==> src/rtl/afe_spi_arbiter.sv <==
// rtl/afe_spi_arbiter.sv - round-robin arbiter serialising requester words onto per-AFE SPI buses
//
// Requesters post a word and a target AFE index. The arbiter grants one
// requester at a time, searching round-robin from the last grant, and
// shifts the word MSB first onto the selected AFE bus. A latch-enable
// pulse follows each word, then a guard gap. Every state lasts CLK_DIV
// sysClk cycles.
//
// Ports:
//   sysClk    in   system clock, all outputs registered on its rising edge
//   sysReset  in   asynchronous active-high reset
//   req       in   [NUM_REQ]             request per requester, held until ack
//   reqData   in   [NUM_REQ*WORD_WIDTH]  word for requester i at [i*WORD_WIDTH +: WORD_WIDTH]
//   reqAfe    in   [NUM_REQ*AFE_W]       target AFE per requester, out of range -> AFE 0
//   ack       out  [NUM_REQ]             one-cycle pulse once the word is latched
//   busy      out                        high from grant through the end of the gap
//   grantIdx  out  [REQ_W]               current or most recent grant
//   spiClk    out  [NUM_AFE]             SPI clock per AFE, idle low
//   spiSdi    out  [NUM_AFE]             SPI data per AFE, idle low
//   spiLe     out  [NUM_AFE]             latch enable per AFE, active high

module afe_spi_arbiter #(
  parameter int NUM_REQ    = 2,
  parameter int NUM_AFE    = 2,
  parameter int WORD_WIDTH = 16,
  parameter int CLK_DIV    = 50,
  localparam int REQ_W     = (NUM_REQ > 1) ? $clog2(NUM_REQ) : 1,
  localparam int AFE_W     = (NUM_AFE > 1) ? $clog2(NUM_AFE) : 1
) (
  input  logic                          sysClk,
  input  logic                          sysReset,
  input  logic [NUM_REQ-1:0]            req,
  input  logic [NUM_REQ*WORD_WIDTH-1:0] reqData,
  input  logic [NUM_REQ*AFE_W-1:0]      reqAfe,
  output logic [NUM_REQ-1:0]            ack,
  output logic                          busy,
  output logic [REQ_W-1:0]              grantIdx,
  output logic [NUM_AFE-1:0]            spiClk,
  output logic [NUM_AFE-1:0]            spiSdi,
  output logic [NUM_AFE-1:0]            spiLe
);

  localparam int PH_W  = (CLK_DIV > 1) ? $clog2(CLK_DIV) : 1;
  localparam int BIT_W = (WORD_WIDTH > 1) ? $clog2(WORD_WIDTH) : 1;

  typedef enum logic [2:0] {
    S_IDLE,
    S_SETUP,
    S_HIGH,
    S_LOW,
    S_LATCH,
    S_GAP
  } state_t;

  state_t                state, state_nxt;
  logic [PH_W-1:0]       phase, phase_nxt;
  logic [BIT_W-1:0]      bit_cnt, bit_nxt;
  logic [WORD_WIDTH-1:0] shreg, shreg_nxt;
  logic [AFE_W-1:0]      sel_afe, sel_nxt;
  logic [REQ_W-1:0]      last_grant, last_nxt;
  logic [REQ_W-1:0]      grant_nxt;

  logic                  found;
  logic [REQ_W-1:0]      win;
  logic [WORD_WIDTH-1:0] win_data;
  logic [AFE_W-1:0]      win_afe;
  logic                  phase_last;

  logic [NUM_AFE-1:0]    afe_mask;
  logic [NUM_AFE-1:0]    clk_d, sdi_d, le_d;
  logic [NUM_REQ-1:0]    ack_d;
  logic                  busy_d;

  assign phase_last = (phase == PH_W'(CLK_DIV - 1));

  // Round-robin search: first requester above last_grant, else wrap
  // around and take the lowest pending one. This keeps a continuously
  // requesting client from winning twice while another is waiting.
  always_comb begin
    found    = 1'b0;
    win      = last_grant;
    win_data = '0;
    win_afe  = '0;
    for (int i = 0; i < NUM_REQ; i++) begin
      if (!found && req[i] && (REQ_W'(i) > last_grant)) begin
        found = 1'b1;
        win   = REQ_W'(i);
      end
    end
    for (int i = 0; i < NUM_REQ; i++) begin
      if (!found && req[i]) begin
        found = 1'b1;
        win   = REQ_W'(i);
      end
    end
    for (int i = 0; i < NUM_REQ; i++) begin
      if (win == REQ_W'(i)) begin
        win_data = reqData[i*WORD_WIDTH +: WORD_WIDTH];
        win_afe  = reqAfe[i*AFE_W +: AFE_W];
      end
    end
  end

  // State register (control, datapath and registered outputs)
  always_ff @(posedge sysClk or posedge sysReset) begin
    if (sysReset) begin
      state      <= S_IDLE;
      phase      <= '0;
      bit_cnt    <= '0;
      shreg      <= '0;
      sel_afe    <= '0;
      grantIdx   <= '0;
      last_grant <= REQ_W'(NUM_REQ - 1);
      ack        <= '0;
      busy       <= 1'b0;
      spiClk     <= '0;
      spiSdi     <= '0;
      spiLe      <= '0;
    end else begin
      state      <= state_nxt;
      phase      <= phase_nxt;
      bit_cnt    <= bit_nxt;
      shreg      <= shreg_nxt;
      sel_afe    <= sel_nxt;
      grantIdx   <= grant_nxt;
      last_grant <= last_nxt;
      ack        <= ack_d;
      busy       <= busy_d;
      spiClk     <= clk_d;
      spiSdi     <= sdi_d;
      spiLe      <= le_d;
    end
  end

  // Next-state logic
  always_comb begin
    state_nxt = state;
    phase_nxt = phase;
    bit_nxt   = bit_cnt;
    shreg_nxt = shreg;
    sel_nxt   = sel_afe;
    grant_nxt = grantIdx;
    last_nxt  = last_grant;
    if (state == S_IDLE) begin
      if (found) begin
        state_nxt = S_SETUP;
        phase_nxt = '0;
        bit_nxt   = '0;
        shreg_nxt = win_data;
        sel_nxt   = (int'(win_afe) < NUM_AFE) ? win_afe : '0;
        grant_nxt = win;
        last_nxt  = win;
      end
    end else if (phase_last) begin
      phase_nxt = '0;
      case (state)
        S_SETUP: state_nxt = S_HIGH;
        S_HIGH: begin
          // Advance on the falling edge so the next bit gets a full
          // half-period of setup before the following rising edge; the
          // zero fill leaves SDI low after the last bit.
          state_nxt = S_LOW;
          shreg_nxt = shreg << 1;
        end
        S_LOW: begin
          if (bit_cnt != BIT_W'(WORD_WIDTH - 1)) begin
            bit_nxt   = bit_cnt + 1'b1;
            state_nxt = S_HIGH;
          end else begin
            state_nxt = S_LATCH;
          end
        end
        S_LATCH: state_nxt = S_GAP;
        default: state_nxt = S_IDLE;
      endcase
    end else begin
      phase_nxt = phase + 1'b1;
    end
  end

  // Output logic: decoded from the next state so the pins are flop
  // outputs aligned with the state they belong to.
  always_comb begin
    afe_mask = NUM_AFE'(1) << sel_nxt;
    clk_d    = '0;
    sdi_d    = '0;
    le_d     = '0;
    ack_d    = '0;
    busy_d   = (state_nxt != S_IDLE);
    case (state_nxt)
      S_SETUP, S_LOW: begin
        if (shreg_nxt[WORD_WIDTH-1]) sdi_d = afe_mask;
      end
      S_HIGH: begin
        clk_d = afe_mask;
        if (shreg_nxt[WORD_WIDTH-1]) sdi_d = afe_mask;
      end
      S_LATCH: le_d = afe_mask;
      default: ;
    endcase
    if ((state == S_LATCH) && (state_nxt == S_GAP)) begin
      ack_d = NUM_REQ'(1) << grantIdx;
    end
  end

endmodule

==> config.mk <==
export PLATFORM = sky130hd
export DESIGN_NAME = afe_spi_arbiter
export DESIGN_NICKNAME = d
export VERILOG_FILES = /design/src/rtl/afe_spi_arbiter.sv
export SDC_FILE = /design/constraint.sdc
export NUM_CORES = 1
export LEC_CHECK = 0
export CAP_MARGIN = 5
export CORE_MARGIN = 2
export CORE_UTILIZATION = 30
export DETAILED_ROUTE_END_ITERATION = 7
export DONT_BUFFER_PORTS = 1
export PLACE_DENSITY_LB_ADDON = 0.08
export REMOVE_ABC_BUFFERS = 1
export SYNTH_ARGS = -nofsm -noshare
export SYNTH_HDL_FRONTEND = slang
export SYNTH_SLANG_ARGS = --single-unit
==> constraint.sdc <==
create_clock -name sysClk -period 1.8 [get_ports sysClk]
set_clock_uncertainty 0.1 [all_clocks]
set_input_delay 0.54 -clock sysClk [delete_from_list [all_inputs] [get_ports sysClk]]
set_output_delay 0.54 -clock sysClk [all_outputs]
set_load 0.02 [all_outputs]
==> parameters.txt, run 1 <==
Parameter                              Value

Run status
  Outcome    finished, violations left
  Violations in the final reports    negative setup slack

Synth
  Fraction of the mapped netlist area in compound gates    0.188
  Post-synthesis average cell area    9.51 um^2
  Cells after Synth    218
  Sequential share of the synthesized area    0.495
  Number of storage elements in the synthesis netlist    41
  Fraction of post-synthesis cell area in the top cell type by area    0.483
  Area leader, netlist    dfrtp_1
  Number of distinct library cell variants in the gate-level netlist after synthesis    40
  Post-synthesis cell area    between 2000 and 2500 um^2
  Dominant combinational cell family by area after synthesis    simple AND/OR/NAND/NOR gates
  Simple-gate portion of the synthesized area    0.215
  Share of synthesized cell area in full adder, half adder and majority cells    0.0181
  Share of cell area taken by muxes after synthesis    0.0151
  Largest cells by area after synthesis    dfrtp_1 (48%), nand2_1 (8.5%), a221o_1 (6.8%)
  Fraction of synthesized cell area in xor and xnor cells    0.0169
  Count of yosys warnings during synthesis    0

Floorplan
  X dimension of the die    87.1 um
  Y dimension of the die    87.1 um
  Initial Utilization    0.307
  Std cell rows    30
  Area enclosed by the die boundary    7590 um^2
  Top-level port count    48
  Core Box Area    6760 um^2

STA
  RSZ-0062 raised after global routing    yes
  Final worst-path setup slack    -37.8 ps
  Slew at the pin closest to its max-slew limit    535 ps
  Slew Limit Fails    0
  Maximum operating frequency    544 MHz
  Final critical path time including I/O delays and setup    1840 ps
  Post-route fraction of the period consumed by the critical path    1.02
  Count of endpoints failing setup in the final report    1
  Headroom to the max-slew limit    0.639
  Number of endpoints with negative hold slack in the final report    0

Setup path
  Critical setup path kind    flop to flop
  CP Launch Type    flop
  Crit path arrival time    1900 ps
  Maximum net fanout on the critical path    4
  Critical Path Start    phase[1]$_DFFE_PP0P_
  Worst setup EP type    flop
  Required arrival time at the worst endpoint    around 1900 ps
  Worst reg2reg startpoint    phase[1]$_DFFE_PP0P_

Placed design
  Final estimated routing congestion in global placement    0.828
  Post-place instance area    about 2300 um^2
  Worst setup timing slack at the placement stage    -171 ps
  Detail Placement HPWL    3630 um
  Placed instance count    311
  Port buffer count    0

Global routing
  GRT Resource Usage Total    0.134
  Antenna violations before repair    1
  Vias in the first global route    between 1.5k and 2k
  Global route overflow    0
  Pin count of the biggest net entering global routing    22
  First-pass GRT wire length    7890 um

Clock network
  Number of clock sinks seen by CTS    41
  Worst-skew pair later-pin latency    290 ps
  Clock-pin slew of the registers on the worst-case setup and hold paths    80 ps
  CTS tree    yes
  Num CTS Buffers    5
  Number of buffers inserted for hold repair after clock tree synthesis    0
  Number of buffers on the longest clock path    2
  H-Tree Level Count    2
  Cell chosen for the clock root    clkbuf_8

Layout
  Fraction of final layout cells with drive strength greater than 1    0.245
  Most common cell after layout, fill and taps aside    nand2_1
  Nets    281
  Finished Core Util    0.371
  Area Overhead vs Synth    20.8%
  Area used by sequential logic in the layout    1030 um^2
  Final design instance area without fill    2500 um^2
  Layout Cells excl Fill    321
  Fillers    700
  Multi-input logic area    1010 um^2
  Count of inserted antenna diode cells    0
  Commonest cells after routing, fill and taps aside    nand2_1 (44), dfrtp_1 (40), buf_4 (25)

Detailed routing
  Number of design-rule violations left by the first detailed-router iteration    70
  Total wire length after detailed routing    approximately 4800 um
  Total number of vias    1,646
  Drt pass-1 iters    4
  DRC    0
  Number of antenna-violating nets in the routed design    0
  Via count normalized by instance count    5.13
  Post-detailed-route wirelength per cell    15.1 um

Run
  Number of max-capacitance violations reported    0

Power and ir drop
  Power per cell area    1570 nW/um^2
  Leak    between 1 and 1.5 nW
  Overall power consumption    just under 4 mW
  VDD IR-drop max    372 uV

Min path
  Class of the most critical hold timing path    primary input to asynchronous set/reset pin
-- stage by stage --
stage	hold WS, ps	setup TNS, ps
6_report	86.0	-37.8
5_1_grt	112	-468
4_1_cts	84.7	-550
3_5_place_dp	375	-1910
3_3_place_gp	357	-1320
2_1_floorplan	344	-4630
-- critical path, cell delays in order (launching register included) --
cell,delay [ps]
dfrtp_1,390
inv_2,70
ha_4,130
nand4b_4,120
or2_4,270
a211o_1,270
or3_1,370
-- kinds of logic after synthesis --
family | after synthesis
and+or+nand+nor | 91
AOI/OAI and AO/OA | 57
DFF | 41
buffers and inverters | 19
xor gates and xnor gates | 4
muxes | 3
adders and majority gates | 3
-- power by group --
group	total, mW	switching, mW	internal (mW)
clock network	0.766	0.314	0.452
registers	1.54	0.281	1.26
logic	1.61	0.828	0.785
total	3.92	1.42	2.50
-- final cells by class --
type                       instances  area share
multi-input combinational        158       0.402
clock buffer                       7      0.0345
tap                               80      0.0400
timing repair buffer              28      0.0920
sequential                        41       0.410
inverter                           6     0.00900
clock inverter                     1      0.0120
-- per-layer routing --
metal	routed length, um	GRT usage	up-vias
met1	2310	0.181	780
met5	13	0	-
li1	-	-	812
met2	2120	0.198	46
met4	42	0.0378	2
met3	355	0.0540	6
-- cell usage after synthesis (all sizes together) --
library cell   n
and3b          1
xor2           3
a31oi          2
mux2           1
nor3           4
a21boi         1
nor2          14
o22ai          2
or3            2
mux2i          2
inv            6
and3           3
nand2b         2
dfrtp         40
xnor2          1
or2            3
clkbuf         5
nand4b         1
ha             3
nor3b          2
nand2         47
a2bb2oi        1
and2           1
o21ai         16
nor4           1
a21o           1
a221o         14
a211o          1
a21bo          1
dfstp          1
a21oi         17
a222oi         1
nand3          9
buf            8
nand4          1
-- final timing paths --
| path | endpoint | slack (ps) | cells past startpoint |
|---|---|---|---|
| setup reg to reg | busy$_DFF_PP0_ | -40 | 6 |
| max in group asynchronous | last_grant$_DFFE_PP1P_ | 1230 | 2 |
| hold / removal | ack[0]$_DFF_PP0_ | 90 | 2 |
| hold reg to reg | last_grant$_DFFE_PP1P_ | 400 | 2 |
| setup / recovery | busy$_DFF_PP0_ | -40 | 6 |
| min in group sysClk | shreg[0]$_DFFE_PP0P_ | 360 | 2 |
-- timing repair --
item | 4_1_cts | 5_1_grt
buffers inserted | 0 | 2
gates resized for setup | 9 | 13
pin swaps | 2 | 5
setup endpoints to repair | 26 | 28
-- flip-flops by register name, summed over array words and instances (netlist names), 2 cells and up --
| signal | cells |
|---|---|
| ack | 2 |
| spiClk | 2 |
| phase | 6 |
| bit_cnt | 4 |
| spiSdi | 2 |
| state | 3 |
| shreg | 16 |
| spiLe | 2 |
(Power assumes the default switching activity.)
==> run 2, diff against run 1 <==
- CORE_ASPECT_RATIO: default -> 1.5
==> run 2 against run 1 <==
The flow still finishes with violations (negative setup slack); count of clock-buffer cells in the layout decreased by 2; die area increased by 0.18%; clock power increased by 14%; largest power group unchanged; highest routed layer is now met4.
==> parameters.txt, run 2 (synthesis gave the netlist of run 1 again) <==
Parameter                              Value

Setup path
  Worst setup EP type    flop (unchanged)
  CP Launch Type    flop (unchanged)
  Worst reg2reg startpoint    phase[1]$_DFFE_PP0P_ (unchanged)
  Required arrival time at the worst endpoint    1870 ps (was 1860 ps)
  Critical setup path kind    flop to flop (unchanged)
  Crit path arrival time    1900 ps (about the same)
  Critical Path Start    phase[1]$_DFFE_PP0P_ (unchanged)
  Maximum net fanout on the critical path    4 (unchanged)

Global routing
  Antenna violations before repair    0 (was 1)
  First-pass GRT wire length    8450 um (was 7890 um)
  Pin count of the biggest net entering global routing    42 (was 22)
  Vias in the first global route    1,808 (was 1,600)
  Global route overflow    0 (unchanged)
  GRT Resource Usage Total    0.143 (was 0.134)

Clock network
  Number of buffers on the longest clock path    2 (unchanged)
  Number of buffers inserted for hold repair after clock tree synthesis    0 (unchanged)
  Worst-skew pair later-pin latency    290 ps (about the same)
  Number of clock sinks seen by CTS    41 (unchanged)
  Num CTS Buffers    5 (unchanged)
  H-Tree Level Count    2 (unchanged)
  Cell chosen for the clock root    clkbuf_8 (unchanged)
  Clock-pin slew of the registers on the worst-case setup and hold paths    80 ps (about the same)
  CTS tree    yes (unchanged)

STA
  Tightest hold margin    80.1 ps (was 86.0 ps)
  Count of endpoints failing setup in the final report    12 (was 1)
  Final worst-path setup slack    -31.2 ps (was -37.8 ps)
  Slew at the pin closest to its max-slew limit    348 ps (was 535 ps)
  Post-route fraction of the period consumed by the critical path    1.02 (about the same)
  Maximum operating frequency    546 MHz (was 544 MHz)
  Final critical path time including I/O delays and setup    1830 ps (was 1840 ps)
  Headroom to the max-slew limit    0.768 (was 0.639)
  Number of endpoints with negative hold slack in the final report    0 (unchanged)
  RSZ-0062 raised after global routing    yes (unchanged)
  Slew Limit Fails    0 (unchanged)
  Setup total negative slack    -154 ps (was -37.8 ps)

Run status
  Outcome    finished, violations left (unchanged)
  Violations in the final reports    negative setup slack (unchanged)

Detailed routing
  Total wire length after detailed routing    5170 um (was 4850 um)
  Post-detailed-route wirelength per cell    16.2 um (was 15.1 um)
  DRC    0 (unchanged)
  Drt pass-1 iters    4 (unchanged)
  Number of antenna-violating nets in the routed design    0 (unchanged)
  Number of design-rule violations left by the first detailed-router iteration    89 (was 70)
  Total number of vias    1,706 (was 1,646)
  Via count normalized by instance count    5.35 (was 5.13)

Floorplan
  Area enclosed by the die boundary    7610 um^2 (was 7590 um^2)
  Initial Utilization    0.307 (about the same)
  Top-level port count    48 (unchanged)
  Std cell rows    37 (was 30)
  Y dimension of the die    106 um (was 87.1 um)
  X dimension of the die    71.9 um (was 87.1 um)
  Core Box Area    6760 um^2 (about the same)

Power and ir drop
  Power per cell area    1610 nW/um^2 (was 1570 nW/um^2)
  Overall power consumption    4.03 mW (was 3.92 mW)
  Leak    1.15 nW (was 1.14 nW)
  VDD IR-drop max    567 uV (was 372 uV)

Min path
  Class of the most critical hold timing path    primary input to asynchronous set/reset pin (unchanged)

Layout
  Number of flip-flops in the largest register    16 (unchanged)
  Fillers    715 (was 700)
  Finished Core Util    0.371 (about the same)
  Biggest register    shreg (unchanged)
  Leading registers by flop count    shreg: 16 flops, phase: 6 flops, bit_cnt: 4 flops (unchanged)
  Nets    281 (unchanged)
  Count of inserted antenna diode cells    0 (unchanged)
  Most common cell after layout, fill and taps aside    nand2_1 (unchanged)
  Fraction of final layout cells with drive strength greater than 1    0.224 (was 0.245)
  Area Overhead vs Synth    20.9% (was 20.8%)
  Commonest cells after routing, fill and taps aside    nand2_1 (47), dfrtp_1 (40), buf_4 (25) (was nand2_1 (44), dfrtp_1 (40), buf_4 (25))

Placed design
  Final estimated routing congestion in global placement    0.841 (was 0.828)
  Worst setup timing slack at the placement stage    -207 ps (was -171 ps)
  Detail Placement HPWL    3890 um (was 3630 um)
  Port buffer count    0 (unchanged)

Run
  Number of max-capacitance violations reported    0 (unchanged)
## run 2: final timing paths
path                                          endpoint  slack, ps  depth (start not counted)
worst max-delay path                    busy$_DFF_PP0_        -30                          6
worst min-delay path                  ack[0]$_DFF_PP0_         80                          2
worst max register to register          busy$_DFF_PP0_        -30                          6
worst min register to register  last_grant$_DFFE_PP1P_        380                          2
max in group asynchronous       last_grant$_DFFE_PP1P_       1260                          2
min in group sysClk               shreg[0]$_DFFE_PP0P_        350                          2
## run 2: area by class of cell
class,count,area (um^2),share of cell area
Timing Repair Buffer,28,239,0.0954
Inverter,6,22.5,0.00899
Clock buffer,5,68.8,0.0275
Clock inverter,3,65.1,0.0260
Tap cell,78,97.6,0.0389
Multi-Input combinational cell,158,986,0.393
Sequential cell,41,1030,0.410
## run 2: stage by stage
stage / cells / instance area, um^2
after detailed placement: 309 / 2310
after global routing: 319 / 2510
final: 319 / 2510
after global placement: 309 / 2310
after floorplan: 205 / 1990
after CTS: 317 / 2460
## run 2: timing repair
item / CTS / global route
buffers inserted: 0 / 2
pin swaps: 1 / 1
cloned: 0 / 0
resized for setup: 8 / 7
endpoints found under the setup margin: 21 / 26
## run 2: report_power, final
group,switching [mW],internal (mW)
Combinational,0.842,0.777
Clock,0.321,0.551
Sequential,0.275,1.26
## run 2: critical path: stages (launching register included)
cell and delay (ps):
dfrtp_1 390, inv_2 70, ha_4 130, nand4b_4 110, or2_4 280, a211o_1 270, or3_1 360
## run 2: per-layer routing
metal | global-route usage | wire (um) | vias up
li1 | - | - | 814
met1 | 0.153 | 2070 | 830
met2 | 0.251 | 2670 | 50
met3 | 0.0363 | 272 | 12
met4 | 0.0728 | 157 | 0
met5 | 0 | 0 | -
